## config.mk

```make
export PLATFORM = sky130hd
export DESIGN_NAME = nodf_module_status_tracker
export DESIGN_NICKNAME = d
export VERILOG_FILES = /design/src/rtl/nodf_status_pkg.sv /design/src/rtl/nodf_module_status_tracker_sat_counter.sv /design/src/rtl/nodf_module_status_tracker.sv
export SDC_FILE = /design/constraint.sdc
export NUM_CORES = 1
export LEC_CHECK = 0
export BUFFER_PORTS_ARGS = -buffer_cell sky130_fd_sc_hd__buf_2
export CAP_MARGIN = 20
export CORE_UTILIZATION = 57
export DETAILED_ROUTE_END_ITERATION = 12
export MAX_ROUTING_LAYER = met4
export PLACE_DENSITY = 0.82
export SYNTH_ARGS = -nofsm -noshare
export SYNTH_HDL_FRONTEND = slang
export SYNTH_SLANG_ARGS = --single-unit
export TNS_END_PERCENT = 5
```

## constraint.sdc

```tcl
create_clock -name clock -period 6.9 [get_ports clock]
set_input_delay 0.69 -clock clock [delete_from_list [all_inputs] [get_ports clock]]
set_output_delay 0.69 -clock clock [all_outputs]
set_load 0.01 [all_outputs]
```

## src/rtl/nodf_status_pkg.sv

```systemverilog
// nodf_status_pkg: state encoding and saturating-increment helper for the HLS status tracker.
package nodf_status_pkg;
  localparam logic [1:0] ST_IDLE      = 2'd0;
  localparam logic [1:0] ST_RUN       = 2'd1;
  localparam logic [1:0] ST_DONE_HOLD = 2'd2;
  localparam logic [1:0] ST_FINISHED  = 2'd3;
  typedef enum logic [1:0] {
    IDLE      = ST_IDLE,
    RUN       = ST_RUN,
    DONE_HOLD = ST_DONE_HOLD,
    FINISHED  = ST_FINISHED
  } state_t;
  function automatic logic [63:0] sat_inc(input logic [63:0] v, input int unsigned w);
    logic [63:0] top;
    top = (w >= 64) ? '1 : (64'd1 << w) - 64'd1;
    return (v >= top) ? top : v + 64'd1;
  endfunction
endpackage

```

## src/rtl/nodf_module_status_tracker_sat_counter.sv

```systemverilog
// sat_counter: saturating counter with synchronous clear (clear+inc loads 1) and freeze.
module sat_counter
  import nodf_status_pkg::*;
#(
  parameter int W = 32
) (
  input  logic         clock,
  input  logic         reset,
  input  logic         inc,
  input  logic         freeze,
  input  logic         clear,
  output logic [W-1:0] cnt
);
  logic [W-1:0] base;
  assign base = clear ? '0 : cnt;
  always_ff @(posedge clock or posedge reset)
    if (reset) cnt <= '0;
    else if (!freeze) cnt <= inc ? W'(sat_inc(64'(base), W)) : base;
endmodule

```

## src/rtl/nodf_module_status_tracker.sv

```systemverilog
// nodf_module_status_tracker: passive ap_ctrl_hs observer with transaction counts and latency stats.
// Defining MODULE_STALL_COUNT_EN adds stall_cnt, the number of cycles spent in DONE_HOLD.
module nodf_module_status_tracker
  import nodf_status_pkg::*;
#(
  parameter int               CNT_W        = 32,
  parameter logic [CNT_W-1:0] LAT_INIT_MIN = '1
) (
  input  logic             clock,
  input  logic             reset,
  input  logic             ap_start,
  input  logic             ap_ready,
  input  logic             ap_done,
  input  logic             ap_continue,
  input  logic             finish,
  output logic [1:0]       state,
  output logic             busy,
  output logic [CNT_W-1:0] start_cnt,
  output logic [CNT_W-1:0] done_cnt,
  output logic [CNT_W-1:0] cur_lat,
  output logic [CNT_W-1:0] last_lat,
  output logic [CNT_W-1:0] max_lat,
  output logic [CNT_W-1:0] min_lat,
  output logic             lat_valid
`ifdef MODULE_STALL_COUNT_EN
  ,
  output logic [CNT_W-1:0] stall_cnt
`endif
);
  state_t st, nx;
  logic acc, cmp, fin, rec, cur_inc, cur_clr;
  logic [CNT_W-1:0] rec_lat;
  assign acc   = ap_start & ap_ready;
  assign cmp   = ap_done & ap_continue;
  assign fin   = st == FINISHED;
  assign state = st;
  assign busy  = st == RUN || st == DONE_HOLD;
  // A completion seen in IDLE together with its start is a combinational block: latency 1.
  assign rec_lat = (st == IDLE) ? CNT_W'(1) : CNT_W'(sat_inc(64'(cur_lat), CNT_W));
  always_comb begin
    nx      = st;
    rec     = 1'b0;
    cur_inc = 1'b0;
    cur_clr = 1'b0;
    case (st)
      IDLE: begin
        rec     = ap_start & cmp;
        nx      = (ap_start & !cmp) ? RUN : IDLE;
        cur_clr = ap_start;
        cur_inc = ap_start & !cmp;
      end
      RUN, DONE_HOLD: begin
        rec     = cmp;
        nx      = cmp ? (ap_start ? RUN : IDLE) : (ap_done ? DONE_HOLD : st);
        cur_clr = cmp;
        cur_inc = cmp ? ap_start : (st == RUN && !ap_done);
      end
      default: ;
    endcase
    if (finish) nx = FINISHED;
  end
  always_ff @(posedge clock or posedge reset)
    if (reset) st <= IDLE;
    else st <= nx;
  always_ff @(posedge clock or posedge reset)
    if (reset) begin
      last_lat  <= '0;
      max_lat   <= '0;
      min_lat   <= LAT_INIT_MIN;
      lat_valid <= 1'b0;
    end else begin
      lat_valid <= rec;
      if (rec) begin
        last_lat <= rec_lat;
        max_lat  <= (rec_lat > max_lat) ? rec_lat : max_lat;
        min_lat  <= (rec_lat < min_lat) ? rec_lat : min_lat;
      end
    end
  sat_counter #(.W(CNT_W)) u_start (.clock(clock), .reset(reset), .inc(acc), .freeze(fin),
                                    .clear(1'b0), .cnt(start_cnt));
  sat_counter #(.W(CNT_W)) u_done (.clock(clock), .reset(reset), .inc(cmp), .freeze(fin),
                                   .clear(1'b0), .cnt(done_cnt));
  sat_counter #(.W(CNT_W)) u_cur (.clock(clock), .reset(reset), .inc(cur_inc), .freeze(fin),
                                  .clear(cur_clr), .cnt(cur_lat));
`ifdef MODULE_STALL_COUNT_EN
  sat_counter #(.W(CNT_W)) u_stall (.clock(clock), .reset(reset), .inc(st == DONE_HOLD),
                                    .freeze(fin), .clear(1'b0), .cnt(stall_cnt));
`endif
endmodule

```

==> key figures, run 1 <==
Layout
  – Antenna Cells: 0
  – Layout cells sized above 1: 0.2953
  – P&R area growth vs syn: 16.06%
  – Filler cells: around 1500
  – Layout net count: approximately 1400

Setup path
  – Crit path DAT: 6010 ps
  – CP required: between 7000 and 8000 ps
  – Crit path launch type: flip-flop
  – Slowest-stage cell, CP: nor4_1
  – Worst Path Max Fanout: 32
  – Max incr delay on CP: approximately 670 ps
  – Setup crit end kind: flip-flop
  – CP cell instances: ha_1 > nand4_1 > nor4_1 > nand2_1 > a21oi_1 > ha_1 > a21oi_1 > o21ai_0 > a221o_1 > a311oi_1 > o31ai_2 > a21oi_4 > buf_4 > mux2_1
  – CP Buf/Inv Count: 1
  – Critical path type: flip-flop to flip-flop
  – Delay-heaviest family, CP: compound AO/OA/AOI/OAI gates

Floorplan
  – Die area: between 0.02 and 0.025 sq mm
  – Starting Density: 0.5795
  – Num rows: 51
  – Die Y: 142.4 um
  – Core Area: about 0.019 sq mm
  – Width of the die: around 140 um
  – # IOs: about 200

Yosys
  – Number of flops mapped to enable cells by yosys: 0
  – Commonest cells in the netlist: 163 x dfrtp_1, 117 x nand2_1, 76 x inv_1
  – Area of the mapped netlist: ~0.011 sq mm
  – Top_reg_cell synth: dfrtp_1
  – Post-Syn Instances: about 1100
  – Register area share after synthesis: 0.4376
  – Top-count cell post-synth: dfrtp_1
  – Syn_nets: about 1200
  – Post-synth top area share: 0.3628
  – Area contributors post-synth: dfrtp_1 36%, ha_1 7.8%, dfstp_2 7.5%, mux2_2 6.1%, mux2_4 4.0%
  – Area leader, netlist: dfrtp_1
  – Register bit count reported by yosys: 195
  – Post-synth ARST share: 1.000
  – Warnings, synthesis: 0
  – Post-synth cell types: 67
  – Mean Syn Cell Area: 10.10 sq um

Timing
  – Max Clock Freq: roughly 180 MHz
  – Fin crit share: 0.8185
  – RSZ-0062 raised after global routing: no
  – Setup tns final: 0 ps
  – Final setup vio count: 0
  – Clock Skew: about 12 ps
  – Pins Over Slew Limit: 0
  – Worst-Margin Slew: around 950 ps
  – Slew Limit Headroom: 0.3663
  – WHS: about 380 ps
  – Endpoints failing hold: 0
  – Fin crit period: between 5000 and 6000 ps

Clock tree
  – PostCTS Resize Cnt: 0
  – Clock sinks: around 200
  – CTS tree: built
  – Worst-skew pair later-pin latency: 440 ps
  – Post-CTS Setup Inserts: 0
  – Hold_buf cts: 0
  – H-tree levels: 4
  – Max clock buf depth: 2
  – CTS root buffer: clkbuf_16
  – Worst-path clk slew: roughly 70 ps
  – CTS Buf Count: 17

Power and ir drop
  – Maximum vdd drop: 0.0001996 V
  – Pleak: approximately 6.8 nW
  – Cell Pwr Density: between 200 and 250 mW/mm^2

Placement
  – HPWL after DPL: about 21000 um
  – RD Place Congestion: 0.9391
  – PortBufs: roughly 200

GRT
  – Vias in the first global route: approximately 8800
  – Largest net degree at the start of global routing: 123
  – Initial antenna violation count: 0
  – Total gr overflow: 0
  – GR Util All Layers: 0.3009
  – Global-route wire length before repair: 46250 um

Route
  – Routed Antenna Nets: 0
  – Vias: just over 9000
  – First-pass DRT Iterations: 5
  – Drt wl/cell: 18.45 um
  – Drt drc: 0
  – WL final: a little under 30000 um
  – Via density: about 5.9
  – Initial DRC Count: 600

Flow run
  – Max_cap viols: 0

Hold path
  – Hold Crit Class: input port to async pin

Run status
  – Status: complete, no violations
final timing paths:
path | from | cells after the start | end | slack [ps]
setup / recovery | u_cur.cnt[0] | 14 | min_lat[29] | 1250
hold / removal | reset | 2 | u_start.cnt[26] | 380
setup reg to reg | u_cur.cnt[0] | 14 | min_lat[29] | 1250
hold reg to reg | last_lat[28] | 1 | last_lat[28] | 510
max in group asynchronous | reset | 3 | last_lat[4] | 5010
min in group clock | finish | 2 | state[0] | 460
cells in the final DEF, fill, tap and decap left out, types with 6 or more instances in the layout:
master / n
xnor2_1: 20
mux2i_1: 8
ha_1: 70
a31oi_1: 11
mux2_4: 30
dfstp_2: 32
a21oi_1: 67
nor2_1: 50
nand2_1: 117
and2_1: 8
or3_1: 7
o21a_1: 6
and3_1: 28
mux2_2: 61
dfrtp_1: 163
inv_1: 75
a21o_1: 20
clkbuf_16: 17
o21ai_0: 43
and4_1: 9
a311oi_1: 6
nor3_1: 11
buf_2: 202
mux2_1: 11
buf_4: 11
xor2_1: 43
nand4_1: 35
nand3_1: 64
final cells by class:
type                    count  area [sq um]  area share
clock inverters            13         123.9    0.009494
clock buffers              19         432.9     0.03318
multi-input cells         797          5849      0.4483
inverters                  77         296.5     0.02273
well taps                 265         331.6     0.02541
flip-flops and latches    195          4920      0.3771
repair buffers            213          1094     0.08381
routing by layer:
metal / routed length [um] / part of all wire / global-route usage
met5: 0 / 0 / -
met4: 600 / 0.021 / 0.08998
met3: 2017 / 0.069 / 0.05182
met2: 13730 / 0.47 / 0.4724
met1: 12790 / 0.44 / 0.3996
state kept, by name, summed over array words and instances, names as in the netlist:
| register | count |
|---|---|
| u_done.cnt | 32 |
| max_lat | 32 |
| state | 2 |
| u_start.cnt | 32 |
| min_lat | 32 |
| u_cur.cnt | 32 |
| last_lat | 32 |
| lat_valid | 1 |
cell families (layout without fill, tap and decap cells):
group / Yosys count / in the layout / share of synthesized area
compound gates: 187 / 187 / 0.1033
xor+xnor: 63 / 63 / 0.04908
fa+ha+maj: 70 / 70 / 0.07791
buf+inv: 121 / 322 / 0.04418
flops: 195 / 195 / 0.4376
mux: 110 / 110 / 0.1193
simple gates: 367 / 367 / 0.1686
through the flow:
stage,utilization,total power (W),cell area (sq um),instances,worst slack (ps)
6_report,0.6726,0.002767,13050,1579,1253
5_1_grt,0.6726,0.002883,13050,1579,971.2
4_1_cts,0.6726,0.002773,13050,1579,1328
3_5_place_dp,0.6439,0.001821,12490,1547,1381
3_3_place_gp,0.6439,0.001797,12490,1547,1582
2_1_floorplan,-,0.001621,11240,1113,950.7
report_power, final:
group	switching (W)	internal [W]	leakage [nW]
clock	0.000482	0.000474	0.262
sequential	0.0000590	0.00119	2.57
combinational	0.000348	0.000209	3.92
total	0.000889	0.00188	6.76
(Power assumes the default switching activity.)
==> run 2, diff against run 1 <==
- clock period: 6.9 -> 5.5 ns (I/O delays scaled with it)
==> key figures, run 2 (synthesized netlist as in run 1, its figures left out) <==
GRT
  – Vias in the first global route: 9001 (+2.2%)
  – Total gr overflow: 0 (unchanged)
  – Largest net degree at the start of global routing: 196 (+59%)
  – Global-route wire length before repair: 46410 um (+0.34%)
  – Initial antenna violation count: 0 (unchanged)
  – GR Util All Layers: 0.2994 (-0.001587)

Layout
  – Commonest cells after routing, fill and taps aside: 202 x buf_2, 163 x dfrtp_1, 117 x nand2_1, 75 x inv_1, 70 x ha_1
  – Layout cells sized above 1: 0.3045 (+0.009230)
  – Commonest non-fill, non-tap cell in the layout: buf_2
  – Layout net count: 1394 (+1.2%)
  – P&R area growth vs syn: 17.50%
  – Antenna Cells: 0 (unchanged)

Placement
  – Pre-CTS setup slack: 711.1 ps (-670.3 ps)
  – PortBufs: 202 (unchanged)
  – RD Place Congestion: 0.9380 (-0.12%)
  – HPWL after DPL: 20540 um (-1.2%)

Floorplan
  – Width of the die: 142.4 um (unchanged)
  – Die area: 0.02029 sq mm (unchanged)
  – Core Area: 0.01940 sq mm (unchanged)
  – # IOs: 203 (unchanged)
  – Num rows: 51 (unchanged)
  – Starting Density: 0.5795 (unchanged)
  – Die Y: 142.4 um (unchanged)

Clock tree
  – Max clock buf depth: 2 (unchanged)
  – H-tree levels: 4 (unchanged)
  – Post-CTS Setup Inserts: 0 (unchanged)
  – Worst-skew pair later-pin latency: 440 ps (about the same)
  – Hold_buf cts: 0 (unchanged)
  – Worst-path clk slew: 70 ps (about the same)
  – PostCTS Resize Cnt: 0 (unchanged)
  – CTS Buf Count: 17 (unchanged)
  – Clock sinks: 195 (unchanged)
  – CTS tree: built
  – CTS root buffer: clkbuf_16

Power and ir drop
  – Maximum vdd drop: 0.0002468 V (+24%)
  – Cell Pwr Density: 264.1 mW/mm^2 (+25%)
  – Pleak: 6.856 nW (+1.5%)

Timing
  – Final setup vio count: 0 (unchanged)
  – Fin crit share: 0.8969 (+0.07842)
  – Worst-Margin Slew: 1081 ps (+130.1 ps)
  – Endpoints failing hold: 0 (unchanged)
  – Final Worst Setup Slack: 567.1 ps (-685.5 ps)
  – Pins Over Slew Limit: 0 (unchanged)
  – Slew Limit Headroom: 0.2796 (-0.08671)
  – Clock Skew: 11.22 ps (-0.7550 ps)
  – RSZ-0062 raised after global routing: no
  – Setup tns final: 0 ps (unchanged)
  – Max Clock Freq: 202.7 MHz (+14%)
  – Fin crit period: 4933 ps (-714.5 ps)

Setup path
  – Setup crit end kind: flip-flop
  – Critical path type: flip-flop to flip-flop
  – CP required: 5860 ps (-1410 ps)
  – Worst Path Max Fanout: 18 (-44%)
  – Crit path DAT: 5290 ps (-720 ps)
  – Crit path launch type: flip-flop

Route
  – First-pass DRT Iterations: 5 (unchanged)
  – Initial DRC Count: 562 (-6.3%)
  – Drt wl/cell: 18.01 um (-2.4%)
  – Via density: 5.843 (-1.2%)
  – Drt drc: 0 (unchanged)
  – WL final: 28730 um (-1.4%)
  – Routed Antenna Nets: 0 (unchanged)
  – Vias: 9320 (-0.24%)

Run status
  – Status: complete, no violations

Flow run
  – Max_cap viols: 0 (unchanged)

Hold path
  – Hold Crit Class: input port to flip-flop
-- run 2: worst max-delay path: stages, from the launching register on --
cell      delay [ps]
dfrtp_1          480
ha_1             330
nand4_1          190
nor4_2           610
nand2_1          100
buf_4            240
a21oi_1          490
ha_1             370
a21oi_1          150
o21ai_0          120
a221o_1          370
a311oi_1         410
o31ai_2          150
a21oi_4          170
buf_4            320
mux2_1           360
-- run 2: through the flow --
step	utilization	hold WS, ps	cells	total power, W	area [sq um]
final	0.6809	324.5	1595	0.003488	13210
after CTS	0.6809	316.8	1595	0.003506	13210
after global placement	0.6512	480.7	1563	0.002255	12630
after floorplan	-	525.0	1113	0.002034	11250
after detailed placement	0.6512	479.9	1563	0.002276	12630
after global routing	0.6809	328.4	1595	0.003643	13210
-- run 2: path summary, 6_finish.rpt --
check,start,depth (start not counted),end,slack (ps)
min in group asynchronous,reset,3,u_done.cnt[20],380
max reg2reg,u_cur.cnt[0],15,min_lat[30],570
min reg2reg,u_start.cnt[28],1,u_start.cnt[28],490
max in group asynchronous,reset,3,max_lat[0],4280
min,finish,2,state[1],320
max,u_cur.cnt[0],15,min_lat[30],570
-- run 2: cell type report --
| type | instances | area, sq um |
|---|---|---|
| tap | 265 | 331.6 |
| multi-input combinational | 797 | 5849 |
| timing repair buffer | 229 | 1239 |
| fill | 1516 | 6190 |
| sequential | 195 | 4920 |
| clock inverter | 12 | 120.1 |
| clock buffer | 20 | 456.7 |
| inverter | 77 | 292.8 |
-- run 2: where the power goes --
group / total [W] / internal (W) / switching (W)
logic: 0.000695 / 0.000271 / 0.000424
clock network: 0.00122 / 0.000623 / 0.000597
registers: 0.00157 / 0.00150 / 0.0000746
total: 0.00349 / 0.00239 / 0.00109
-- run 2: layer usage --
layer  part of all wire  track usage  routed length (um)  up-vias
met4              0.027       0.1138                 766        0
li1                   -            -                   -     4375
met3              0.064      0.05047                1843       64
met1               0.44       0.3895               12630     4529
met2               0.47       0.4688               13490      352
met5                  0            -                   0        -
==> run 3, diff against run 2 <==
- CORE_UTILIZATION: 57 -> 61
- PLACE_DENSITY: 0.82 -> 0.87
- clock period: 5.5 -> 6.1 ns (I/O delays scaled with it)
==> key figures, run 3 (synthesized netlist as in run 1, its figures left out) <==
Run status
  – Status: complete, no violations

Power and ir drop
  – Maximum vdd drop: 0.0002053 V (-17%)
  – Cell Pwr Density: 241.6 mW/mm^2 (-8.5%)
  – Final total power: 0.003149 W (-9.7%)
  – Pleak: 6.768 nW (-1.3%)

Clock tree
  – CTS root buffer: clkbuf_16
  – PostCTS Resize Cnt: 0 (unchanged)
  – Hold_buf cts: 0 (unchanged)
  – Post-CTS Setup Inserts: 0 (unchanged)
  – Max clock buf depth: 2 (unchanged)
  – Worst-skew pair later-pin latency: 440 ps (about the same)
  – CTS tree: built
  – H-tree levels: 4 (unchanged)
  – Clock sinks: 195 (unchanged)
  – Worst-path clk slew: 70 ps (about the same)
  – CTS Buf Count: 17 (unchanged)

GRT
  – GR Util All Layers: 0.3323 (+0.03296)
  – Total gr overflow: 0 (unchanged)
  – Initial antenna violation count: 0 (unchanged)
  – Largest net degree at the start of global routing: 139 (-29%)
  – Global-route wire length before repair: 47330 um (+2.0%)
  – Vias in the first global route: 9078 (+0.86%)

Layout
  – Commonest cells after routing, fill and taps aside: 202 x buf_2, 163 x dfrtp_1, 117 x nand2_1, 75 x inv_1, 70 x ha_1
  – Layout cells sized above 1: 0.2958 (-0.008694)
  – Commonest non-fill, non-tap cell in the layout: buf_2
  – Antenna Cells: 0 (unchanged)
  – Final Core Density: 0.7232 (+0.04232)
  – Cell Count, Final, Fillers Out: 1544 (-3.2%)
  – P&R area growth vs syn: 15.96%
  – Layout net count: 1379 (-1.1%)

Route
  – Via density: 6.135 (+5.0%)
  – Vias: 9473 (+1.6%)
  – Drt wl/cell: 19.29 um (+7.1%)
  – WL final: 29790 um (+3.7%)
  – Initial DRC Count: 687 (+22%)
  – Routed Antenna Nets: 0 (unchanged)
  – Drt drc: 0 (unchanged)
  – First-pass DRT Iterations: 6 (+1)

Setup path
  – Crit path DAT: 6030 ps (+740 ps)
  – CP cell instances: ha_1 > nand4_1 > nor4_2 > nand2_1 > a21oi_1 > ha_1 > a21o_1 > nand3_1 > a21oi_1 > a211oi_1 > o31ai_2 > a21oi_4 > buf_12 > mux2_1
  – Setup crit end kind: flip-flop
  – R2R Setup Slk: 430 ps (-130 ps)
  – Slowest-stage cell, CP: a21oi_1
  – Max incr delay on CP: 730 ps (+120 ps)
  – CP required: 6460 ps (+600 ps)
  – Worst Path Max Fanout: 24 (+6)
  – Critical path type: flip-flop to flip-flop
  – Crit path launch type: flip-flop

Floorplan
  – Starting Density: 0.6237 (+0.04417)
  – Die Y: 137.8 um (-3.3%)
  – Width of the die: 137.8 um (-3.3%)
  – Die area: 0.01898 sq mm (-6.5%)
  – Num rows: 49 (-3.9%)
  – # IOs: 203 (unchanged)
  – Core Area: 0.01802 sq mm (-7.1%)

Timing
  – Fin crit share: 0.9290 (+0.03211)
  – Worst-Margin Slew: 1013 ps (-67.08 ps)
  – Fin crit period: 5667 ps (+734.0 ps)
  – Pins Over Slew Limit: 0 (unchanged)
  – Max Clock Freq: 176.5 MHz (-13%)
  – Final setup vio count: 0 (unchanged)
  – Endpoints failing hold: 0 (unchanged)
  – Slew Limit Headroom: 0.3207 (+0.04104)
  – Final Worst Setup Slack: 433.0 ps (-134.0 ps)
  – RSZ-0062 raised after global routing: no
  – Clock Skew: 11.16 ps (-0.05310 ps)
  – Setup tns final: 0 ps (unchanged)

Placement
  – HPWL after DPL: 21380 um (+4.1%)
  – RD Place Congestion: 0.9291 (-0.95%)
  – Pre-CTS setup slack: 835.5 ps (+124.4 ps)
  – Dpl cells: 1512 (-3.3%)
  – PortBufs: 202 (unchanged)

Hold path
  – Hold Crit Class: input port to flip-flop

Flow run
  – Max_cap viols: 0 (unchanged)
[run 3: changes by cell type in the layout (fill, tap and decap cells not counted)]
cell	previous run	this run
buf_4	25	11
clkinv_4	5	0
clkinvlp_4	3	5
inv_6	0	2
buf_12	2	1
bufinv_16	0	1
clkbuf_1	1	2
clkbuf_8	2	1
clkinv_2	0	1
clkinv_8	1	0
[run 3: worst paths after layout]
path,from,end,cells past startpoint
worst max-delay path,u_cur.cnt[0],min_lat[30],14
worst min-delay path,finish,state[1],2
worst max register to register,u_cur.cnt[0],min_lat[30],14
worst min register to register,last_lat[18],last_lat[18],1
max in group asynchronous,reset,max_lat[19],3
min in group asynchronous,reset,u_done.cnt[30],2
[run 3: final cells by class]
| cell class | count | area [sq um] |
|---|---|---|
| clock buffer | 20 | 446.7 |
| sequential | 195 | 4920 |
| inverter | 77 | 296.5 |
| multi-input combinational | 797 | 5849 |
| tap | 229 | 286.5 |
| clock inverter | 12 | 123.9 |
| fill | 1248 | 4989 |
| timing repair buffer | 214 | 1114 |
[run 3: routing by layer]
layer,GRT usage,part of all wire,wire (um),vias to the layer above
met3,0.06144,0.065,1946,64
li1,-,-,-,4341
met4,0.1051,0.025,745,0
met1,0.4278,0.43,12710,4643
met2,0.5315,0.48,14390,425
met5,-,0,0,-
[run 3: metrics by stage]
step                area, sq um  hold slack (ps)
floorplan                 11240            525.0
global placement          12470            483.0
detailed placement        12470            489.7
CTS                       13040            367.0
global route              13040            366.5
finish                    13040            373.8
[run 3: report_power, final]
part / switching (W) / internal (W)
Clock: 0.000517 / 0.000584
Sequential: 0.0000710 / 0.00135
Combinational: 0.000390 / 0.000236
[run 3: worst max-delay path, delay by kind of cell (launching register included)]
family                     cells  cell delay [ps]
buffers and inverters          1              290
and+or+nand+nor                4             1510
adders and majority gates      2              730
DFF                            1              510
muxes                          1              350
AOI/OAI and AO/OA              6             2190
